[config.mk]
export PLATFORM = sky130hd
export DESIGN_NAME = serial_injection_arbiter_flat
export DESIGN_NICKNAME = d
export VERILOG_FILES = /design/src/rtl/serial_injection_arbiter_if.sv /design/src/rtl/serial_injection_arbiter.sv /design/src/flat_wrapper.sv
export SDC_FILE = /design/constraint.sdc
export NUM_CORES = 1
export LEC_CHECK = 0
export BUFFER_PORTS_ARGS = -buffer_cell sky130_fd_sc_hd__buf_2
export CAP_MARGIN = 20
export CORE_ASPECT_RATIO = 1.75
export CORE_MARGIN = 3
export CORE_UTILIZATION = 40
export DETAILED_ROUTE_END_ITERATION = 10
export HOLD_SLACK_MARGIN = 0.02
export SYNTH_ARGS = -nofsm -noshare
export SYNTH_HDL_FRONTEND = slang
export SYNTH_SLANG_ARGS = --single-unit
export TNS_END_PERCENT = 50
[constraint.sdc]
create_clock -name clk -period 2.2 [get_ports clk]
set_input_delay 0.11 -clock clk [delete_from_list [all_inputs] [get_ports clk]]
set_output_delay 0.11 -clock clk [all_outputs]
set_load 0.01 [all_outputs]
[src/rtl/serial_injection_arbiter_if.sv]
// serial_injection_arbiter_if: request, serial data and busy bundle between local sources, arbiter and router port
interface serial_injection_arbiter_if #(
    parameter int NUM_REQ = 4,
    parameter int CW = 16
);
    logic [NUM_REQ-1:0] req;
    logic [NUM_REQ-1:0] src_data;
    logic [NUM_REQ-1:0] src_busy;
    logic out_data;
    logic out_busy;
    logic [NUM_REQ-1:0] grant;
    logic [CW-1:0] pkt_count;
    modport master (
        input req, src_data, out_busy,
        output src_busy, out_data, grant, pkt_count
    );
    modport slave (
        output req, src_data, out_busy,
        input src_busy, out_data, grant, pkt_count
    );
endinterface

[src/rtl/serial_injection_arbiter.sv]
// serial_injection_arbiter: round-robin packet arbiter sharing one serial router input among local sources
module serial_injection_arbiter #(
    parameter int NUM_REQ = 4,
    parameter int FLIT_BITS = 8,
    parameter int PKT_FLITS = 4,
    parameter int TIMEOUT = 16,
    parameter int CW = 16
) (
    input logic clk,
    input logic reset,
    serial_injection_arbiter_if.master bus
);
    localparam int PW = NUM_REQ > 1 ? $clog2(NUM_REQ) : 1;
    localparam int BW = FLIT_BITS > 1 ? $clog2(FLIT_BITS) : 1;
    localparam int FW = $clog2(PKT_FLITS + 1);
    localparam int TW = TIMEOUT > 1 ? $clog2(TIMEOUT) : 1;

    typedef enum logic [1:0] {IDLE, WAIT_START, SHIFT} state_t;

    state_t state_q, state_d;
    logic [NUM_REQ-1:0] grant_q, grant_d;
    logic [PW-1:0] ptr_q, ptr_d;
    logic [BW-1:0] bit_cnt_q, bit_cnt_d;
    logic [FW-1:0] flit_cnt_q, flit_cnt_d;
    logic [TW-1:0] to_cnt_q, to_cnt_d;
    logic out_data_q, out_data_d;
    logic [CW-1:0] pkt_count_q, pkt_count_d;
    logic [PW-1:0] g_idx, win_idx, cand, next_ptr;
    logic win_found, g_data;

    // binary index of the one-hot grant
    always_comb begin
        g_idx = '0;
        for (int i = 0; i < NUM_REQ; i++)
            if (grant_q[i]) g_idx = PW'(i);
    end

    assign g_data = bus.src_data[g_idx];
    assign next_ptr = (int'(g_idx) == NUM_REQ - 1) ? '0 : g_idx + 1'b1;

    // first pending request at or after the round-robin pointer
    always_comb begin
        win_found = 1'b0;
        win_idx = '0;
        cand = '0;
        for (int k = 0; k < NUM_REQ; k++) begin
            cand = PW'((int'(ptr_q) + k) % NUM_REQ);
            if (!win_found && bus.req[cand]) begin
                win_found = 1'b1;
                win_idx = cand;
            end
        end
    end

    // grant/flit sequencing; backpressure only gates start bits, never an in-flight flit
    always_comb begin
        state_d = state_q;
        grant_d = grant_q;
        ptr_d = ptr_q;
        bit_cnt_d = bit_cnt_q;
        flit_cnt_d = flit_cnt_q;
        to_cnt_d = to_cnt_q;
        pkt_count_d = pkt_count_q;
        out_data_d = (state_q != IDLE) && g_data;
        case (state_q)
            IDLE: begin
                if (win_found) begin
                    grant_d = NUM_REQ'(1) << win_idx;
                    state_d = WAIT_START;
                    to_cnt_d = '0;
                    flit_cnt_d = '0;
                end
            end
            WAIT_START: begin
                if (g_data && !bus.out_busy) begin
                    state_d = SHIFT;
                    bit_cnt_d = '0;
                end else if (!bus.out_busy) begin
                    if (to_cnt_q == TW'(TIMEOUT - 1)) begin
                        grant_d = '0;
                        ptr_d = next_ptr;
                        state_d = IDLE;
                    end else begin
                        to_cnt_d = to_cnt_q + 1'b1;
                    end
                end
            end
            SHIFT: begin
                if (bit_cnt_q == BW'(FLIT_BITS - 1)) begin
                    flit_cnt_d = flit_cnt_q + 1'b1;
                    if (flit_cnt_d == FW'(PKT_FLITS)) begin
                        grant_d = '0;
                        ptr_d = next_ptr;
                        pkt_count_d = pkt_count_q + 1'b1;
                        state_d = IDLE;
                    end else begin
                        state_d = WAIT_START;
                        to_cnt_d = '0;
                    end
                end else begin
                    bit_cnt_d = bit_cnt_q + 1'b1;
                end
            end
            default: state_d = IDLE;
        endcase
    end

    // state and datapath registers
    always_ff @(posedge clk) begin
        if (reset) begin
            state_q <= IDLE;
            grant_q <= '0;
            ptr_q <= '0;
            bit_cnt_q <= '0;
            flit_cnt_q <= '0;
            to_cnt_q <= '0;
            out_data_q <= 1'b0;
            pkt_count_q <= '0;
        end else begin
            state_q <= state_d;
            grant_q <= grant_d;
            ptr_q <= ptr_d;
            bit_cnt_q <= bit_cnt_d;
            flit_cnt_q <= flit_cnt_d;
            to_cnt_q <= to_cnt_d;
            out_data_q <= out_data_d;
            pkt_count_q <= pkt_count_d;
        end
    end

    assign bus.grant = grant_q;
    assign bus.out_data = out_data_q;
    assign bus.pkt_count = pkt_count_q;
    assign bus.src_busy = ~(grant_q & {NUM_REQ{!bus.out_busy && state_q != SHIFT}});
endmodule

[src/flat_wrapper.sv]
// flat-port wrapper written by rule: the top's interface ports become plain ports
module serial_injection_arbiter_flat 
#(
    parameter int NUM_REQ = 4,
    parameter int FLIT_BITS = 8,
    parameter int PKT_FLITS = 4,
    parameter int TIMEOUT = 16,
    parameter int CW = 16
)
  (clk, reset, bus_req, bus_src_data, bus_out_busy, bus_src_busy, bus_out_data, bus_grant, bus_pkt_count);
  serial_injection_arbiter_if #(.NUM_REQ(NUM_REQ), .CW(CW)) bus_i ();
  input logic clk;
  input logic reset;
  input wire logic [$bits(bus_i.req)-1:0] bus_req;
  input wire logic [$bits(bus_i.src_data)-1:0] bus_src_data;
  input wire logic [$bits(bus_i.out_busy)-1:0] bus_out_busy;
  output wire logic [$bits(bus_i.src_busy)-1:0] bus_src_busy;
  output wire logic [$bits(bus_i.out_data)-1:0] bus_out_data;
  output wire logic [$bits(bus_i.grant)-1:0] bus_grant;
  output wire logic [$bits(bus_i.pkt_count)-1:0] bus_pkt_count;
  assign bus_i.req = bus_req;
  assign bus_i.src_data = bus_src_data;
  assign bus_i.out_busy = bus_out_busy;
  assign bus_src_busy = bus_i.src_busy;
  assign bus_out_data = bus_i.out_data;
  assign bus_grant = bus_i.grant;
  assign bus_pkt_count = bus_i.pkt_count;
  serial_injection_arbiter #(.NUM_REQ(NUM_REQ), .FLIT_BITS(FLIT_BITS), .PKT_FLITS(PKT_FLITS), .TIMEOUT(TIMEOUT), .CW(CW)) u_core (.clk(clk), .reset(reset), .bus(bus_i));
endmodule
# Word-level counts from Yosys, hierarchy flattened
# Cells that the tools add are included.
[op_classes]
addsub = 8
bitwise_logic = 2
eq_ne = 19
shift = 1
reduce_logical = 22
mux = 55
order_cmp = 5
[op_table]
columns = ["op", "count"]
rows = [
  ["2-to-1 mux 4 bit", 12],
  ["2-to-1 mux 2 bit", 17],
  ["case mux 4 bit (3 select lines)", 2],
  ["adder 16 x 1 -> 16 bit (second input constant)", 1],
  ["less-than comparator 2 x 3 -> 1 bit (second input constant)", 5],
  ["AND reduction 7 bit", 2],
  ["2-to-1 mux 3 bit", 4],
  ["inequality test 2 bit (second input constant)", 6],
  ["case mux 3 bit (2 select lines)", 2],
  ["2-to-1 mux 1 bit", 11],
  ["binary-select mux 1 bit (select 2 bit)", 5],
  ["inequality test 2 x 1 -> 1 bit (second input constant)", 5],
  ["AND reduction 3 bit", 3],
  ["adder 3 x 1 -> 3 bit (second input constant)", 2],
  ["equality test 3 bit (second input constant)", 2],
  ["logical AND 1 bit", 6],
  ["case mux 2 bit (3 select lines)", 1],
  ["AND reduction 6 bit", 1],
  ["nonzero test 2 bit", 3],
  ["adder 2 x 1 -> 2 bit (second input constant)", 2],
  ["adder 2 bit (second input constant)", 2],
  ["adder 4 x 1 -> 4 bit (second input constant)", 1],
  ["AND 4 bit", 1],
  ["equality test 2 x 1 -> 1 bit (second input constant)", 2],
  ["11 further kinds", 14],
]
[totals]
ff_bits = 35
inputBits = 11

# Logic depth before layout (Yosys ltp)
[depth]
depth_word = 15
ltp_mapped = 10
ltp_nobuf = 8

# Worst setup path before layout
# Ideal clock, no wire load.
[synth_timing]
kind = "register to register"
start = "register u_core.state_q[0]"
end = "register u_core.pkt_count_q[13], in the netlist u_core.bus.pkt_count[13]"
path_slack_ns = 0.210
period_less_slack_ns = 1.990
required_ns = 2.072
arrival_time_ns = 1.863
path_buffers = 2
path_stages_with_launch = 11
path_cell_list = "dfxtp_1 -> inv_1 -> ha_1 -> clkbuf_1 -> and3_1 -> clkbuf_1 -> nand4_1 -> nor2_1 -> nand4_1 -> xor2_1 -> nor2_1"
[synth_between]
elab_chain_cells = 2
[synth_rtl]
columns = ["item", "line", "source"]
rows = [
  ["from (decl)", "serial_injection_arbiter.sv:20", "state_t state_q, state_d;"],
  ["from (signal assigned)", "serial_injection_arbiter.sv:120", "state_q <= state_d;"],
  ["equality test 2 bit", "serial_injection_arbiter.sv:65", "case (state_q)"],
  ["AND reduction 3 bit (no line)", "--", ""],
  ["to (signal assigned)", "serial_injection_arbiter.sv:127", "pkt_count_q <= pkt_count_d;"],
  ["to (decl)", "serial_injection_arbiter.sv:27", "logic [CW-1:0] pkt_count_q, pkt_count_d;"],
]
# Every way passes these cells.
# A chain may end at the register's enable or synchronous reset.

# Worst setup path after layout
[layout_timing]
start = "register u_core.to_cnt_q[0]"
end = "register u_core.to_cnt_q[1]"
[layout_between]
elab_chain_cells = 5
elab_cells_between_ends = 8
classes_between = "add/sub (1); eq/ne (2); mux (4); reduce/logical (1)"
[layout_rtl]
columns = ["item", "line", "source"]
rows = [
  ["from (decl)", "serial_injection_arbiter.sv:25", "logic [TW-1:0] to_cnt_q, to_cnt_d;"],
  ["from (signal assigned)", "serial_injection_arbiter.sv:125", "to_cnt_q <= to_cnt_d;"],
  ["adder 4 x 1 -> 4 bit", "serial_injection_arbiter.sv:84", "to_cnt_d = to_cnt_q + 1'b1;"],
  ["2-to-1 mux 4 bit", "serial_injection_arbiter.sv:79", "if (to_cnt_q == TW'(TIMEOUT - 1)) begin"],
  ["2-to-1 mux 4 bit", "serial_injection_arbiter.sv:78", "end else if (!bus.out_busy) begin"],
  ["2-to-1 mux 4 bit", "serial_injection_arbiter.sv:75", "if (g_data && !bus.out_busy) begin"],
  ["case mux 4 bit (3 select lines)", "serial_injection_arbiter.sv:65", ""],
]
# Several ways; a longest one is shown, not always the timed one. The select of a mux whose other input is x is not followed.

==> impl_metrics.py <==
metrics = {
    "setup_path": {
        "worstPathMaxFanout": 5,
        "r2r_start": "u_core.to_cnt_q[0]",
        "worstPathRequired_ps": 2380,
        "end_kind": "flip-flop",
        "start_kind": "flip-flop",
        "critPathArrivalTime_ps": 2230,
        "cp-startpoint": "u_core.to_cnt_q[0]",
        "criticalPathCategory": "flip-flop to flip-flop",
        "r2r_slack_ps": 150,
    },
    "worst_hold_path": {
        "hold_start": "reset",
        "min_path_type": "input pin to flip-flop",
    },
    "logic_synthesis": {
        "synth_xor_area_frac": 0.0646,
        "synth_fa_ha_area_frac": 0.0659,
        "synthCells": 229,
        "yosys_warnings": 0,
        "synth_seq_area_share": 0.369,
        "synth-main-ff-cell": "dfxtp_1",
        "synth_cell_types": 47,
        "synth_compound_area_frac": 0.156,
        "synthArstFlopShare": 0,
        "syn_area_um2": 1900,
        "synth-edff-count": 0,
        "synth_area_per_cell_um2": 8.29,
        "synth_top_family_by_area": "simple AND/OR/NAND/NOR gates",
        "synth.net_count": 250,
        "ys_ff_latch": 35,
        "yosys-mux-area-fraction": 0.0389,
        "synthSimpleGateAreaFrac": 0.270,
    },
    "power_and_ir_drop": {
        "power.density_nw_per_um2": 788,
        "cellLeakagePower_nw": 0.928,
        "peakVddDrop_mv": 0.540,
    },
    "clock_tree": {
        "path_clk_slew_ps": 70,
        "cts_buffers": 5,
        "h-tree-depth": 2,
        "cts_num_sinks": 35,
        "clock_latency_ps": 290,
        "postCtsSetupRepairBufs": 0,
        "cts_tree": "yes",
        "cts-root-buf": "clkbuf_8",
        "clock_path_buffers": 2,
    },
    "placed_design": {
        "post-place-ws_ps": 92.9,
        "detailed_place_hpwl_um": 3340,
        "gp_congestion": 0.831,
        "place_area_um2": 2140,
        "port_buffers": 35,
    },
    "job": {
        "maxCapViolations": 0,
    },
    "sta": {
        "fin_setup_tns_ps": 0,
        "period_share": 0.930,
        "worst_slew_pin_slew_ps": 728,
        "max_freq_mhz": 489,
        "hold_viol": 0,
        "finalSetupViolations": 0,
        "period_minus_slack_ps": 2050,
        "layout_setup_ws_ps": 154,
        "clock_skew_ps": 4.99,
        "slew_violations": 0,
        "slew_headroom": 0.502,
        "rsz0062_at_grt": "yes",
    },
    "global_routing": {
        "grt_pass1_vias": 1771,
        "grt_max_degree": 19,
        "overflow": 0,
        "grt.total_usage": 0.173,
        "antenna_found_initial": 0,
        "grt_pass1_wl_um": 7780,
    },
    "route": {
        "ant_nets": 0,
        "vias": 1725,
        "drc_errors": 0,
        "via_per_inst": 5.39,
        "drt-total-wl_um": 4430,
        "first_pass_iters": 4,
        "wl_per_cell_um": 13.8,
        "drtIter0Drc": 50,
    },
    "die": {
        "coreArea_um2": 4480,
        "io_pins": 36,
        "die_h_um": 97.1,
        "start_util": 0.423,
        "rows": 32,
        "die_w_um": 58.1,
        "die_area_um2": 5640,
    },
    "run_status": {
        "outcome": "complete, no violations",
    },
    "layout": {
        "final_cell_mix": "buf_2 (35), dfxtp_1 (34), nor2_1 (32)",
        "antenna_cells": 0,
        "drive_above_1_share": 0.219,
        "mostFrequentLayoutCell": "buf_2",
        "post-route-cell-area_um2": 2240,
        "synthToLayoutAreaGrowth_pct": 17.9,
        "num-nets-final": 289,
    },
}
-- per-stage QoR --
stage / utilization / power [W] / hold slack [ps] / cells
CTS: 0.496 / 0.00178 / 197 / 320
floorplan: - / 0.00115 / 313 / 229
finish: 0.499 / 0.00176 / 206 / 320
global placement: 0.477 / 0.00131 / 446 / 312
detailed placement: 0.477 / 0.00131 / 454 / 312
global route: 0.499 / 0.00189 / 212 / 320
-- power by group --
part           internal [W]  leakage, nW  switching, W
clock              0.000221       0.0412      0.000237
combinational      0.000244        0.604      0.000337
sequential         0.000680        0.283     0.0000457
total               0.00114        0.928      0.000620
-- per-layer routing --
layer | vias up | wire length [µm] | track usage
met5 | - | 0 | 0
met3 | 9 | 148 | 0.0372
li1 | 890 | - | -
met4 | 0 | 103 | 0.0768
met2 | 35 | 2350 | 0.307
met1 | 791 | 1830 | 0.188
-- cell type report --
type | instances | area (µm²)
clock inverters | 2 | 12.5
clock buffers | 6 | 72.6
multi-input cells | 177 | 1140
inverters | 9 | 33.8
fillers | 483 | 2250
repair buffers | 40 | 213
flip-flops and latches | 35 | 702
well taps | 51 | 63.8
-- worst max-delay path, cell delays in order, from the launching register on --
cell       delay (ps)
dfxtp_1           360
ha_1              230
nand3_1           170
nand4b_1          150
a2111oi_0         710
nor2_1             90
a32o_1            230
-- timing repair --
action	4_1_cts	5_1_grt
hold buffers	0	0
resized for setup	0	5
endpoints found under the setup margin	0	12
-- cells in the mapped netlist, types with 2 or more instances --
master	number	area (µm²)
and4_1	2	17.5
a21o_1	2	15.0
o21ai_0	6	30.0
a21boi_0	2	15.0
nand4b_1	5	43.8
xor2_1	12	105
mux2i_1	4	40.0
nand4_1	8	50.1
and3_1	3	18.8
nand2b_1	4	25.0
nor2_1	33	124
nor2b_1	3	18.8
ha_1	10	125
xnor2_1	2	17.5
a21oi_1	16	80.1
clkbuf_1	7	26.3
nand2_1	21	78.8
or3_1	2	12.5
dfxtp_1	35	701
inv_1	9	33.8
nand3_1	9	45.0
nor3_1	7	35.0
o31ai_1	2	15.0
o32ai_1	2	17.5
-- worst paths after layout --
path | endpoint | depth (start not counted)
hold reg to reg | u_core.bit_cnt_q[2] | 2
setup reg to reg | u_core.to_cnt_q[1] | 6
setup / recovery | u_core.to_cnt_q[1] | 6
hold / removal | u_core.flit_cnt_q[0] | 2
-- state kept, by name (all words and copies together), names as in the netlist --
name / flops
u_core.to_cnt_q: 4
u_core.bus.grant: 4
u_core.ptr_q: 2
u_core.flit_cnt_q: 3
u_core.bus.pkt_count: 16
u_core.bus.out_data: 1
u_core.bit_cnt_q: 3
u_core.state_q: 2
-- logic make-up (layout without fill, tap and decap cells) --
kind of cell / Yosys count / after routing
compound gates: 45 / 45
xor+xnor: 14 / 14
fa+ha+maj: 10 / 10
buf+inv: 17 / 57
flops: 35 / 35
mux: 6 / 6
simple gates: 102 / 102
(Power assumes the default switching activity.)
